===== src/rtl/disp_scan_n.sv =====
// Time-multiplexed common-anode seven-segment driver: scans DIGITS hex digits MSB first,
// with frame snapshots, per-digit decimal points, blinking and leading-zero blanking.
module disp_scan_n #(
  parameter int DIGITS       = 4,
  parameter int SCAN_TICKS   = 131072,
  parameter int BLINK_FRAMES = 32
) (
  input  logic                  clk,
  input  logic                  rst_n,
  input  logic [4*DIGITS-1:0]   number,
  input  logic [DIGITS-1:0]     dp,
  input  logic [DIGITS-1:0]     blink,
  input  logic                  lz_blank,
  output logic [DIGITS-1:0]     enable,
  output logic [7:0]            segment,
  output logic                  frame_start
);

  localparam int IDX_W = (DIGITS > 1) ? $clog2(DIGITS) : 1;
  localparam int PRE_W = $clog2(SCAN_TICKS);
  localparam int FRM_W = (BLINK_FRAMES > 1) ? $clog2(BLINK_FRAMES) : 1;

  localparam logic [IDX_W-1:0] LAST_IDX = IDX_W'(DIGITS - 1);
  localparam logic [PRE_W-1:0] PRE_MAX  = PRE_W'(SCAN_TICKS - 1);
  localparam logic [FRM_W-1:0] FRM_MAX  = FRM_W'(BLINK_FRAMES - 1);

  logic [PRE_W-1:0]    preCount_q,   preCount_d;
  logic [IDX_W-1:0]    digitIdx_q,   digitIdx_d;
  logic [FRM_W-1:0]    frameCnt_q,   frameCnt_d;
  logic                blinkPhase_q, blinkPhase_d;
  logic [4*DIGITS-1:0] shNumber_q,   shNumber_d;
  logic [DIGITS-1:0]   shDp_q,       shDp_d;
  logic [DIGITS-1:0]   shBlink_q,    shBlink_d;
  logic                shLzBlank_q,  shLzBlank_d;
  logic                shPhase_q,    shPhase_d;
  logic [DIGITS-1:0]   enable_q,     enable_d;
  logic [7:0]          segment_q,    segment_d;

  logic                tick;
  logic                snapshot;
  logic [DIGITS-1:0]   selOneHot;
  logic [3:0]          selNib;
  logic                selDp;
  logic                selBlink;
  logic                selLead;
  logic [DIGITS-1:0]   slotEn;
  logic [7:0]          slotSeg;

  // Active-low segment pattern (a..g in bits 0..6) for one hex nibble.
  function automatic logic [6:0] hexToSeg(input logic [3:0] nib);
    logic [7:0] s;
    case (nib)
      4'h0: s = 8'hC0;
      4'h1: s = 8'hF9;
      4'h2: s = 8'hA4;
      4'h3: s = 8'hB0;
      4'h4: s = 8'h99;
      4'h5: s = 8'h92;
      4'h6: s = 8'h82;
      4'h7: s = 8'hF8;
      4'h8: s = 8'h80;
      4'h9: s = 8'h90;
      4'hA: s = 8'h88;
      4'hB: s = 8'h83;
      4'hC: s = 8'hC6;
      4'hD: s = 8'hA1;
      4'hE: s = 8'h86;
      default: s = 8'h8E;
    endcase
    return s[6:0];
  endfunction

  // Scan timing: prescaler, digit index and the blink frame counter.
  always_comb begin
    tick         = (preCount_q == PRE_MAX);
    snapshot     = tick && (digitIdx_q == '0);
    preCount_d   = tick ? '0 : preCount_q + 1'b1;
    digitIdx_d   = digitIdx_q;
    frameCnt_d   = frameCnt_q;
    blinkPhase_d = blinkPhase_q;
    if (tick) begin
      digitIdx_d = (digitIdx_q == '0) ? LAST_IDX : digitIdx_q - 1'b1;
    end
    if (snapshot) begin
      if (frameCnt_q == FRM_MAX) begin
        frameCnt_d   = '0;
        blinkPhase_d = ~blinkPhase_q;
      end else begin
        frameCnt_d = frameCnt_q + 1'b1;
      end
    end
  end

  // The frame's blink phase is the value before this snapshot's update, so the
  // first BLINK_FRAMES frames after reset are visible.
  always_comb begin
    shNumber_d  = snapshot ? number       : shNumber_q;
    shDp_d      = snapshot ? dp           : shDp_q;
    shBlink_d   = snapshot ? blink        : shBlink_q;
    shLzBlank_d = snapshot ? lz_blank     : shLzBlank_q;
    shPhase_d   = snapshot ? blinkPhase_q : shPhase_q;
  end

  // Next slot's drive, built from the post-tick index and shadows so the outputs
  // change on the edge that ends the tick cycle.
  always_comb begin
    selOneHot = '0;
    selNib    = '0;
    selDp     = 1'b0;
    selBlink  = 1'b0;
    selLead   = 1'b0;
    for (int k = 0; k < DIGITS; k++) begin
      if (digitIdx_d == IDX_W'(k)) begin
        selOneHot[k] = 1'b1;
        selNib       = shNumber_d[4*k +: 4];
        selDp        = shDp_d[k];
        selBlink     = shBlink_d[k];
        selLead      = (k != 0) && ((shNumber_d >> (4*k)) == '0);
      end
    end
    slotEn  = '1;
    slotSeg = 8'hFF;
    if (!(selBlink && shPhase_d)) begin
      slotEn  = ~selOneHot;
      slotSeg = {~selDp, (shLzBlank_d && selLead) ? 7'h7F : hexToSeg(selNib)};
    end
    enable_d  = tick ? slotEn  : enable_q;
    segment_d = tick ? slotSeg : segment_q;
  end

  always_ff @(posedge clk) begin
    if (!rst_n) begin
      preCount_q   <= '0;
      digitIdx_q   <= '0;
      frameCnt_q   <= '0;
      blinkPhase_q <= 1'b0;
      shNumber_q   <= '0;
      shDp_q       <= '0;
      shBlink_q    <= '0;
      shLzBlank_q  <= 1'b0;
      shPhase_q    <= 1'b0;
      enable_q     <= '1;
      segment_q    <= 8'hFF;
    end else begin
      preCount_q   <= preCount_d;
      digitIdx_q   <= digitIdx_d;
      frameCnt_q   <= frameCnt_d;
      blinkPhase_q <= blinkPhase_d;
      shNumber_q   <= shNumber_d;
      shDp_q       <= shDp_d;
      shBlink_q    <= shBlink_d;
      shLzBlank_q  <= shLzBlank_d;
      shPhase_q    <= shPhase_d;
      enable_q     <= enable_d;
      segment_q    <= segment_d;
    end
  end

  assign enable      = enable_q;
  assign segment     = segment_q;
  assign frame_start = snapshot;

endmodule


===== config.mk =====
export PLATFORM = sky130hd
export DESIGN_NAME = disp_scan_n
export DESIGN_NICKNAME = d
export VERILOG_FILES = /design/src/rtl/disp_scan_n.sv
export SDC_FILE = /design/constraint.sdc
export NUM_CORES = 1
export LEC_CHECK = 0
export CAP_MARGIN = 20
export CORE_ASPECT_RATIO = 1.1
export CORE_UTILIZATION = 56
export DETAILED_ROUTE_END_ITERATION = 6
export PLACE_DENSITY = 0.8
export SETUP_SLACK_MARGIN = 0.02
export SLEW_MARGIN = 20
export SYNTH_ARGS = -nofsm -noshare
export SYNTH_HDL_FRONTEND = slang
export SYNTH_SLANG_ARGS = --single-unit

===== constraint.sdc =====
create_clock -name clk -period 3.6 [get_ports clk]
set_input_delay 0.36 -clock clk [delete_from_list [all_inputs] [get_ports clk]]
set_output_delay 0.36 -clock clk [all_outputs]
set_load 0.05 [all_outputs]

# [Yosys cells after proc, flatten, opt, wreduce, memory -nomap -nowiden]
# Memory sizes are Yosys's and may differ from the RTL's.
# Cells that the tools add are included.
[totals] regBits=63 output_inout_bits=13 mem_count=1 romBits=112
[classes] reduce_logical=10 bitwise=4 add_sub_neg=3 eq_ne=5 mux=30
[memory_table] memory="(no name shown)" depth=16 width=7 read_ports=1 rd_ports_with_merged_regs=0 write_ports=0 line_no="52" text="case (nib)"
[ops] cell="zero test 16 bit" count=3
[ops] cell="two-way mux 4 bit" count=7
[ops] cell="adder 17 x 1 -> 17 bit (second input constant)" count=1
[ops] cell="== test 17 bit (second input constant)" count=1
[ops] cell="two-way mux 1 bit" count=17
[ops] cell="two-way mux 16 bit" count=1
[ops] cell="two-way mux 8 bit" count=1
[ops] cell="two-way mux 7 bit" count=1
[ops] cell="adder 5 x 1 -> 5 bit (second input constant)" count=1
[ops] cell="== test 5 bit (second input constant)" count=1
[ops] cell="two-way mux 5 bit" count=1
[ops] cell="== test 2 bit (second input constant)" count=2
[ops] cell="zero test 2 bit" count=2
[ops] cell="two-way mux 2 bit" count=2
[ops] cell="NOT 4 bit" count=1
[ops] cell="logical AND 1 bit" count=3
[ops] cell="NOT 1 bit" count=3
[ops] cell="== test 2 x 1 -> 1 bit (second input constant)" count=1
[ops] cell="AND reduction 2 bit" count=1
[ops] cell="OR reduction 2 bit" count=1
[ops] cell="subtractor 2 x 1 -> 2 bit (second input constant)" count=1

# [Longest topological paths before layout]
# An unclocked memory read counts as a cell.
[depth] depth_word=11 ltp_mapped=17 ltp_nobuf=15

# [Worst setup path before layout]
# Ideal clock, no wire load.
[synth_timing] path_type="register -> register" startpoint="register preCount_q[7]" endpoint="register segment_q[0], in the netlist segment[0]" period_less_slack_ns=3.062 slack_ns=0.538 stages_incl_launch_ff=17 arrival_time_ns=2.988 path_cell_list="dfxtp_1 > and4_1 > and4_1 > and4_1 > ha_1 > nand2_2 > buf_6 > buf_6 > mux2i_1 > o22ai_1 > nor2_1 > ha_1 > inv_1 > a221oi_1 > nand4_1 > o311a_1 > a31oi_1"
[synth_via] elab_chain_cells=10
[synth_rtl] item="start: declaration" line_no="27" text="logic [PRE_W-1:0] preCount_q, preCount_d;"
[synth_rtl] item="start signal: assignment" line_no="145" text="preCount_q <= preCount_d;"
[synth_rtl] item="== test 17 bit *" line_no="75" text="tick = (preCount_q == PRE_MAX);"
[synth_rtl] item="two-way mux 2 bit / logical AND 1 bit (equally long branches)" line_no="81, 76"
[synth_rtl] item="zero test 2 bit / two-way mux 16 bit (equally long branches)" line_no="113, 97"
[synth_rtl] item="two-way mux 4 bit / zero test 16 bit (equally long branches)" line_no="113, 118"
[synth_rtl] item="two-way mux 4 bit / two-way mux 1 bit (equally long branches) (3 in a row)" line_no="113" text="if (digitIdx_d == IDX_W'(k)) begin"
[synth_rtl] item="memory (16 x 7 bit) / logical AND 1 bit (equally long branches)"
[synth_rtl] item="two-way mux 7 bit" line_no="125" text="slotSeg = {~selDp, (shLzBlank_d && selLead) ? 7'h7F : hexToSeg(selNib)};"
[synth_rtl] item="two-way mux 8 bit" line_no="123" text="if (!(selBlink && shPhase_d)) begin"
[synth_rtl] item="end signal: assignment" line_no="155" text="segment_q <= segment_d;"
[synth_rtl] item="end: declaration" line_no="37" text="logic [7:0] segment_q, segment_d;"
# Every way passes the cells marked *; elsewhere a longest branch is shown, timed or not.
# A chain may end at the register's enable or synchronous reset.

# [Worst setup path after layout]
# Ends and elaborated chain as after synthesis.

==> flow_metrics.py <==
metrics = {
    "grt": {
        "antenna_found_initial": 0,
        "grt_pass1_vias": 2458,
        "grt_use_total_pct": 24.9,
        "grt_max_degree": 37,
        "overflow": 0,
        "grt_pass1_wl_um": 11300,
    },
    "floorplanning": {
        "start_util_pct": 59.7,
        "core_area_um2": 5500,
        "dieWidth_um": 75.0,
        "die-area_um2": 6180,
        "io_pins": 40,
        "std_cell_rows": 28,
        "die_h_um": 82.3,
    },
    "sta": {
        "rsz0062_at_grt": "false",
        "setup_tns_ns": 0,
        "max_freq_mhz": 299,
        "relSlewSlack_pct": 60.0,
        "finalSetupViolCount": 0,
        "period_share_pct": 92.8,
        "hold_viol_final": 0,
        "slew_violations": 0,
        "period_needed_ns": 3.34,
        "tightest_slew_ns": 0.583,
        "skew_ns": 0.00961,
    },
    "clock_network": {
        "cts_tree": "built",
        "ctsHoldBuffers": 0,
        "numCtsBuffers": 9,
        "cts_root_buf": "clkbuf_8",
        "cts_resized": 0,
        "cts.clk_slew.worst_paths_ns": 0.06,
        "cts_sinks": 63,
        "clk_latency_ns": 0.35,
        "htree_levels": 3,
        "cts_setup_buffers": 0,
        "cts_buffer_depth": 2,
    },
    "min_path": {
        "min-delay-start": "preCount_q[0]",
        "hold_class": "reg -> reg",
    },
    "logic_synthesis": {
        "synth_edf_count": 0,
        "synth_fa_ha_area_share_pct": 4.19,
        "synthArstFlopShare_pct": 0,
        "synth_area_leaders": "dfxtp_1 (38%), nand2_1 (4.9%), ha_1 (4.2%)",
        "synth_area_um2": 3290,
        "postSynthNetCount": 408,
        "syn-mean-instance-area_um2": 8.88,
        "synth.distinct_cells": 62,
        "synth_top_area_cell": "dfxtp_1",
        "synth-warning-count": 0,
        "synth_most_common_cell": "dfxtp_1",
        "yosys.area_share.simple_pct": 22.5,
        "muxShareOfSynthArea_pct": 5.10,
        "yosys_most_used_dff": "dfxtp_1",
        "synth_compound_area_share_pct": 22.0,
        "synth_top_family_by_area": "simple AND/OR/NAND/NOR gates",
        "ys_ff_latch": 63,
        "synth_commonest_cells": "dfxtp_1 (63), nand2_1 (43), nor2_1 (31), a21oi_1 (17), nor2b_1 (17)",
        "synth-xor-area-share_pct": 3.73,
        "synth_top_area_share_pct": 38.4,
        "synth_cells": 370,
        "ys_seq_area_share_pct": 38.4,
    },
    "setup_path": {
        "worstPathArrival_ns": 3.62,
        "crit_type": "reg -> reg",
        "worst_setup_path_start_kind": "flop",
        "r2r-start": "preCount_q[7]",
        "cp.required_ns": 3.88,
        "crit_fanout": 18,
        "critical_path.endpoint_type": "flop",
        "cp_common_cell": "and4_1",
        "crit_start": "preCount_q[7]",
        "slowest_stage": "dfxtp_1",
        "critPathMaxStageDelay_ns": 0.39,
        "path_cells": "and4_1 -> and4_1 -> and4_1 -> ha_1 -> buf_6 -> nor2b_2 -> a22o_2 -> a2bb2oi_2 -> nand2_1 -> inv_1 -> ha_1 -> inv_1 -> o311a_1 -> a31oi_1",
    },
    "layout": {
        "nFillCells": 435,
        "final_nets": 451,
        "fin_util_pct": 72.3,
        "drive_above_1_share_pct": 13.2,
        "syn_to_final_growth_pct": 21.1,
        "diodes": 0,
    },
    "routing": {
        "dr.pass1.iters": 4,
        "vias": 2786,
        "drt_iter0_drc": 167,
        "totalWireLength_um": 7270,
        "via_per_inst": 5.66,
        "antenna_left": 0,
        "wl_per_cell_um": 14.8,
        "drc": 0,
    },
    "flow_run": {
        "max-cap-violations": 0,
    },
    "placed_design": {
        "gp_congestion": 0.948,
        "dp_hpwl_um": 5230,
        "numPortBuffers": 39,
    },
    "pwr": {
        "power_density_nw_per_um2": 321,
        "leakage_nw": 1.50,
        "peakVddDrop_mv": 0.229,
    },
    "status": {
        "run_status": "completed",
    },
}
kinds of logic after synthesis:
family | count (synthesis)
flops | 63
fa+ha+maj | 11
mux | 14
buf+inv | 29
compound gates | 93
xor+xnor | 14
simple gates | 146
path summary, 6_finish.rpt:
path / to / slack (ns) / cells past startpoint
worst min register to register: preCount_q[0] / 0.46 / 1
worst max-delay path: segment[0] / 0.26 / 14
worst min-delay path: preCount_q[0] / 0.46 / 1
worst max register to register: segment[0] / 0.26 / 14
placed cells by master (no fill, tap or decap), drive strengths merged, types with 3 or more instances in the layout:
cell type	synthesis	layout
clkdlybuf4s50	0	38
xor2	10	10
clkbuf	9	10
ha	11	11
and3	6	6
nand2b	5	5
xnor2	4	4
mux2i	11	11
o32a	4	4
or3	3	3
nand4	7	7
nor3	4	4
nand2	44	44
a211oi	3	3
a21boi	16	16
a22o	3	3
nor2	31	31
and2	5	5
nand3	12	12
and4	4	4
o211ai	3	3
dfxtp	63	63
buf	8	11
clkinv	0	5
o21ai	11	11
nor2b	17	17
inv	12	12
a31oi	5	5
a21oi	17	17
a22oi	5	5
o22a	7	7
through the flow:
stage / total power, mW / hold WS [ns] / std cells / setup WS, ns / instance area [um2]
5_1_grt: 1.32 / 0.479 / 492 / 0.0229 / 3980
6_report: 1.28 / 0.461 / 492 / 0.259 / 3980
3_3_place_gp: 0.772 / 0.432 / 477 / 0.224 / 3770
2_1_floorplan: 0.736 / 0.418 / 370 / 0.538 / 3290
4_1_cts: 1.28 / 0.464 / 492 / 0.119 / 3930
3_5_place_dp: 0.772 / 0.447 / 477 / 0.153 / 3770
state kept, by name, summed over array words and instances (netlist names):
signal        flops
blinkPhase_q      1
shBlink_q         4
shLzBlank_q       1
preCount_q       17
shDp_q            4
shNumber_q       16
digitIdx_q        2
shPhase_q         1
enable            4
segment           8
frameCnt_q        5
critical path: cells and delay by family, from the launching register on:
kind | cells | cell delay, ns
adders and majority gates | 2 | 0.44
and+or+nand+nor | 5 | 0.99
AOI/OAI and AO/OA | 4 | 1.05
DFF | 1 | 0.39
buffers and inverters | 3 | 0.39
cell type report:
type	count	area, um2	share of cell area, %
Timing Repair Buffer	49	479	12.0
Clock buffer	10	138	3.46
Inverter	12	45.0	1.13
Sequential cell	63	1260	31.7
Tap cell	75	93.8	2.36
Clock inverter	5	25.0	0.629
Multi-Input combinational cell	278	1940	48.7
power breakdown:
part / internal (mW) / switching [mW] / leakage (nW)
combinational: 0.0346 / 0.0200 / 0.900
clock: 0.258 / 0.262 / 0.0914
sequential: 0.700 / 0.00224 / 0.508
per-layer routing:
layer | vias up | track usage (%) | routed length, um
li1 | 1420 | - | -
met1 | 1306 | 31.0 | 3320
met2 | 49 | 40.5 | 3510
met3 | 11 | 7.65 | 339
met4 | 0 | 8.87 | 106
met5 | - | 0 | 0
(Power assumes the default switching activity.)
==> RTL change 1, RTL diff (same flow settings) <==
Put one more register stage on the output `segment`, with the module's reset. The value now appears one clock later. The other outputs are not delayed to match.
--- a/src/rtl/disp_scan_n.sv
+++ b/src/rtl/disp_scan_n.sv
@@ -157,7 +157,13 @@
   end
 
   assign enable      = enable_q;
-  assign segment     = segment_q;
+  always_ff @(posedge clk) begin
+    if (!rst_n) begin
+      segment <= '0;
+    end else begin
+      segment <= segment_q;
+    end
+  end
   assign frame_start = snapshot;
 
 endmodule
Check against the original RTL: not equivalent (a bounded check fails within 4 cycles, from zero or initial values and one cycle with rst_n low).
==> RTL change 1 against the original RTL <==
Clock skew decreased by 0.0021 ns. Die area increased by 3.0%. Worst hold slack got worse by 0.014 ns. Sequential cell count increased by 8. Synthesized area increased by 3.1%. Cell area increased by 6.8%. Worst setup slack got worse by 0.094 ns. Power increased by 30%. Fmax decreased by 2.7%. Wire length increased by 11%. Non-clock buffer count increased by 8.
==> RTL change 1: results (changes against the original RTL) <==
status=finished clean; DRT iter0 DRCs=214 (+28%); ANT cells=0 (unchanged); drt pass-1 iters=5 (+1); number of buffers created by CTS=9 (unchanged); wire length on met1=3810 um (+15%); critical path's top delay family=simple AND/OR/NAND/NOR gates; FF-to-FF Start=preCount_q[8]; dpl cells=494 (+3.6%); Vias per Instance=5.74 (+1.3%); critical path peak fanout=4 (-14); Top Metal Used=met4; xor/xnor share of the synthesized area=3.62% (-0.11 points); met1 Use GR=35.6% (+4.7 points); Clock Skews=0.00747 ns (-0.00213 ns); NumNets Final=470 (+4.2%); top cells by count, synth=71 x dfxtp_1, 39 x nor2_1, 38 x nand2_1, 17 x nor2b_1, 16 x nand3_1; Leak Pwr=1.65 nW (+9.8%); DP Area=3920 um^2 (+4.0%); gr usage total=26.4% (+1.5 points); Wirelength per Cell=15.8 um (+6.7%); pin count of the biggest net entering global routing=38 (+2.7%); initial antenna violation count=0 (unchanged); register-to-register setup slack=0.17 ns (-0.09 ns); deepest clock path buffer count=2 (unchanged); vias in the first global route=2752 (+12%); warnings from Yosys=0 (unchanged); CP max stage delay=0.44 ns (+0.05 ns); Arr. time, crit path=3.73 ns (+0.11 ns); post-DP HPWL=5710 um (+9.2%); asr flop ratio synth=0% (unchanged); synthesized-area fraction occupied by adder cells=4.06% (-0.13 points); Cell Int Power=1.31 mW (+32%); WL met2=3700 um (+5.5%); layout cells sized above 1=12.4% (-0.83 points); I/O Buffers=39 (unchanged); synth top area cells=dfxtp_1 42%, mux2i_1 4.4%, nor2_1 4.3%, nand2_1 4.2%, ha_1 4.1%; met2 Use GR=39.7% (-0.78 points); final wirelength=8110 um (+11%); post-synthesis cell type count=60 (-3.2%); Worst VDD drop=0.281 mV (+23%); most common flop cell mapped by yosys=dfxtp_1; Synthesized Nets=418 (+2.5%); mux share of post-synthesis cell area=4.77% (-0.34 points); Global Route met3 Usage=4.70% (-2.9 points); GPL Wtd Cong=0.919 (-3.1%); relative slew slack=57.1% (-2.9 points); Hold Startpoint=preCount_q[0]; Mapped Cells=380 (+2.7%); met3 WL post-DR=397 um (+17%); Worst Reg-to-Reg Cells=13 (-1); fraction of the yosys area taken by sequential cells=42.0% (+3.6 points); R2R Path End=segment_q[4]; CP max stage cell=or4b_1; Compound-Gate Fraction of Synth Area=18.3% (-3.8 points); first-pass GRT wire length=13100 um (+16%)
## RTL change 1: what timing repair did
action,CTS,global route
gates resized for setup,4,10
pin swaps,1,1
buffers inserted,1,3
endpoints found under the setup margin,5,6
hold buffers,0,0
## RTL change 1: cells by family (layout without fill, tap and decap cells)
kind of cell	Yosys count	in the layout
flops	71	71
mux	16	16
compound gates	83	83
simple gates	160	160
xor+xnor	14	14
fa+ha+maj	11	11
buf+inv	25	82
## RTL change 1: how the worst max path moves through the flow
| stage | from | endpoint | slack (ns) | cells past startpoint |
|---|---|---|---|---|
| 5_1_grt | preCount_q[8] | segment_q[4] | -0.01 | 14 |
| 4_1_cts | preCount_q[7] | segment_q[4] | 0.05 | 14 |
| 3_5_place_dp | preCount_q[7] | segment_q[3] | -0.01 | 16 |
| 6_report | preCount_q[8] | segment_q[4] | 0.17 | 13 |
| 3_3_place_gp | preCount_q[7] | segment_q[3] | 0.11 | 13 |
| 2_1_floorplan | preCount_q[7] | segment_q[3] | 0.22 | 15 |
## RTL change 1: power by group through the flow
stage               sequential (mW)  combinational (mW)  clock (mW)
floorplan                     0.831              0.0218           0
global placement              0.814              0.0857           0
detailed placement            0.814              0.0860           0
CTS                           0.796              0.0866       0.782
global route                  0.796              0.0915       0.810
finish                        0.796              0.0862       0.773
## RTL change 1: per-stage QoR
stage	setup WS [ns]	hold WS [ns]
2_1_floorplan	0.218	0.418
3_3_place_gp	0.105	0.431
3_5_place_dp	-0.0125	0.441
4_1_cts	0.0469	0.451
5_1_grt	-0.0128	0.474
6_report	0.165	0.447
## RTL change 1: cell type report
cell class,instances,area (um^2)
clock inverters,6,108
well taps,77,96.3
multi-input cells,284,1900
flip-flops and latches,71,1420
inverters,9,33.8
fillers,463,1560
clock buffers,10,138
repair buffers,57,552
==> RTL change 2, RTL diff (same settings) <==
Without the edit above. Set the parameter `SCAN_TICKS` to 65536 (it was 131072).
--- a/src/rtl/disp_scan_n.sv
+++ b/src/rtl/disp_scan_n.sv
@@ -2,7 +2,7 @@
 // with frame snapshots, per-digit decimal points, blinking and leading-zero blanking.
 module disp_scan_n #(
   parameter int DIGITS       = 4,
-  parameter int SCAN_TICKS   = 131072,
+  parameter int SCAN_TICKS   = 65536,
   parameter int BLINK_FRAMES = 32
 ) (
   input  logic                  clk,
Check against the original RTL: same outputs for any inputs over 10 cycles, from zero or initial values and one cycle with rst_n low; that may be too few to reach the edited logic, so the function may still have changed.
==> RTL change 2 against the original RTL <==
Cell area rose by 0.75%. Synthesized area grew 1.3%. Worst setup slack improved by 0.19 ns. Die area grew 1.2%. Sequential cell count shrank 1. Wire length grew 15%. Power rose by 0.50%. Count of clock-buffer cells in the layout fell by 1.
==> RTL change 2: results (changes against the original RTL) <==
die area=6250 um^2 (+1.2%); status=finished clean; synthesized-area fraction occupied by adder cells=3.38% (-0.80 points); wire length on met1=3500 um (+5.6%); met2 Use GR=45.2% (+4.8 points); final std cells w/o fill=534 (+8.5%); dpl cells=518 (+8.6%); WL met2=4020 um (+15%); DRT iter0 DRCs=209 (+25%); vias in the first global route=3063 (+25%); Worst-path clk slew=0.08 ns (+0.02 ns); count leader, synth=nand2_1; switching share of total power=24.4% (+2.1 points); layout cells sized above 1=10.3% (-2.9 points); CP max stage delay=0.48 ns (+0.09 ns); met3 WL post-DR=554 um (+63%); top cells by count, synth=63 x nand2_1, 62 x dfxtp_1, 51 x nor2_1, 36 x a21oi_1, 21 x nand3_1; Synthesized Nets=445 (+9.1%); Worst Reg-to-Reg Cells=11 (-3); met1 Use GR=37.7% (+6.7 points); Vias per Instance=6.00 (+5.9%); Slew @ Worst Pin=0.821 ns (+0.237 ns); CP max stage cell=nor3_1; Compound-Gate Fraction of Synth Area=18.7% (-3.4 points); Seq. pwr=0.691 mW (-2%); xor/xnor share of the synthesized area=3.95% (+0.22 points); Leak Pwr=1.47 nW (-2.2%); GPL Wtd Cong=0.984 (+3.8%); Wirelength per Cell=15.7 um (+6.0%); Switch Pwr=0.313 mW (+10%); critical path peak fanout=11 (-7); Arr. time, crit path=3.37 ns (-0.25 ns); Clock Skews=0.00982 ns (+0.000209 ns); first-pass GRT wire length=14000 um (+24%); NumNets Final=488 (+8.2%); most frequent CP cell=ha_1; post-synthesis cell type count=59 (-4.8%); Mapped Cells=409 (+11%); fraction of the yosys area taken by sequential cells=37.3% (-1.1 points); DP Area=3830 um^2 (+1.8%); mux share of post-synthesis cell area=7.60% (+2.5 points); pin count of the biggest net entering global routing=24 (-35%)
RTL change 2: cell types whose count changed after synthesis, sizes merged, moves of 4 or more:
cell / unedited run / this run
a21boi: 16 / 1
a21oi: 17 / 36
a22oi: 5 / 0
buf: 8 / 12
nand2: 44 / 63
nand3: 12 / 21
nor2: 31 / 52
nor2b: 17 / 1
o2111ai: 0 / 4
o211ai: 3 / 7
o22a: 7 / 0
or4: 0 / 6
RTL change 2: cell type report:
cell class / instances / area (um^2) / share of cell area, %
multi-input combinational: 316 / 1950 / 48.7
sequential: 62 / 1240 / 31.0
clock buffer: 9 / 124 / 3.09
clock inverter: 7 / 50.0 / 1.25
inverter: 9 / 33.8 / 0.843
timing repair buffer: 54 / 513 / 12.8
tap: 77 / 96.3 / 2.40
RTL change 2: final timing paths:
path,from,to,slack [ns]
setup / recovery,preCount_q[0],segment[0],0.45
hold / removal,preCount_q[0],preCount_q[0],0.46
setup reg to reg,preCount_q[0],segment[0],0.45
hold reg to reg,preCount_q[0],preCount_q[0],0.46
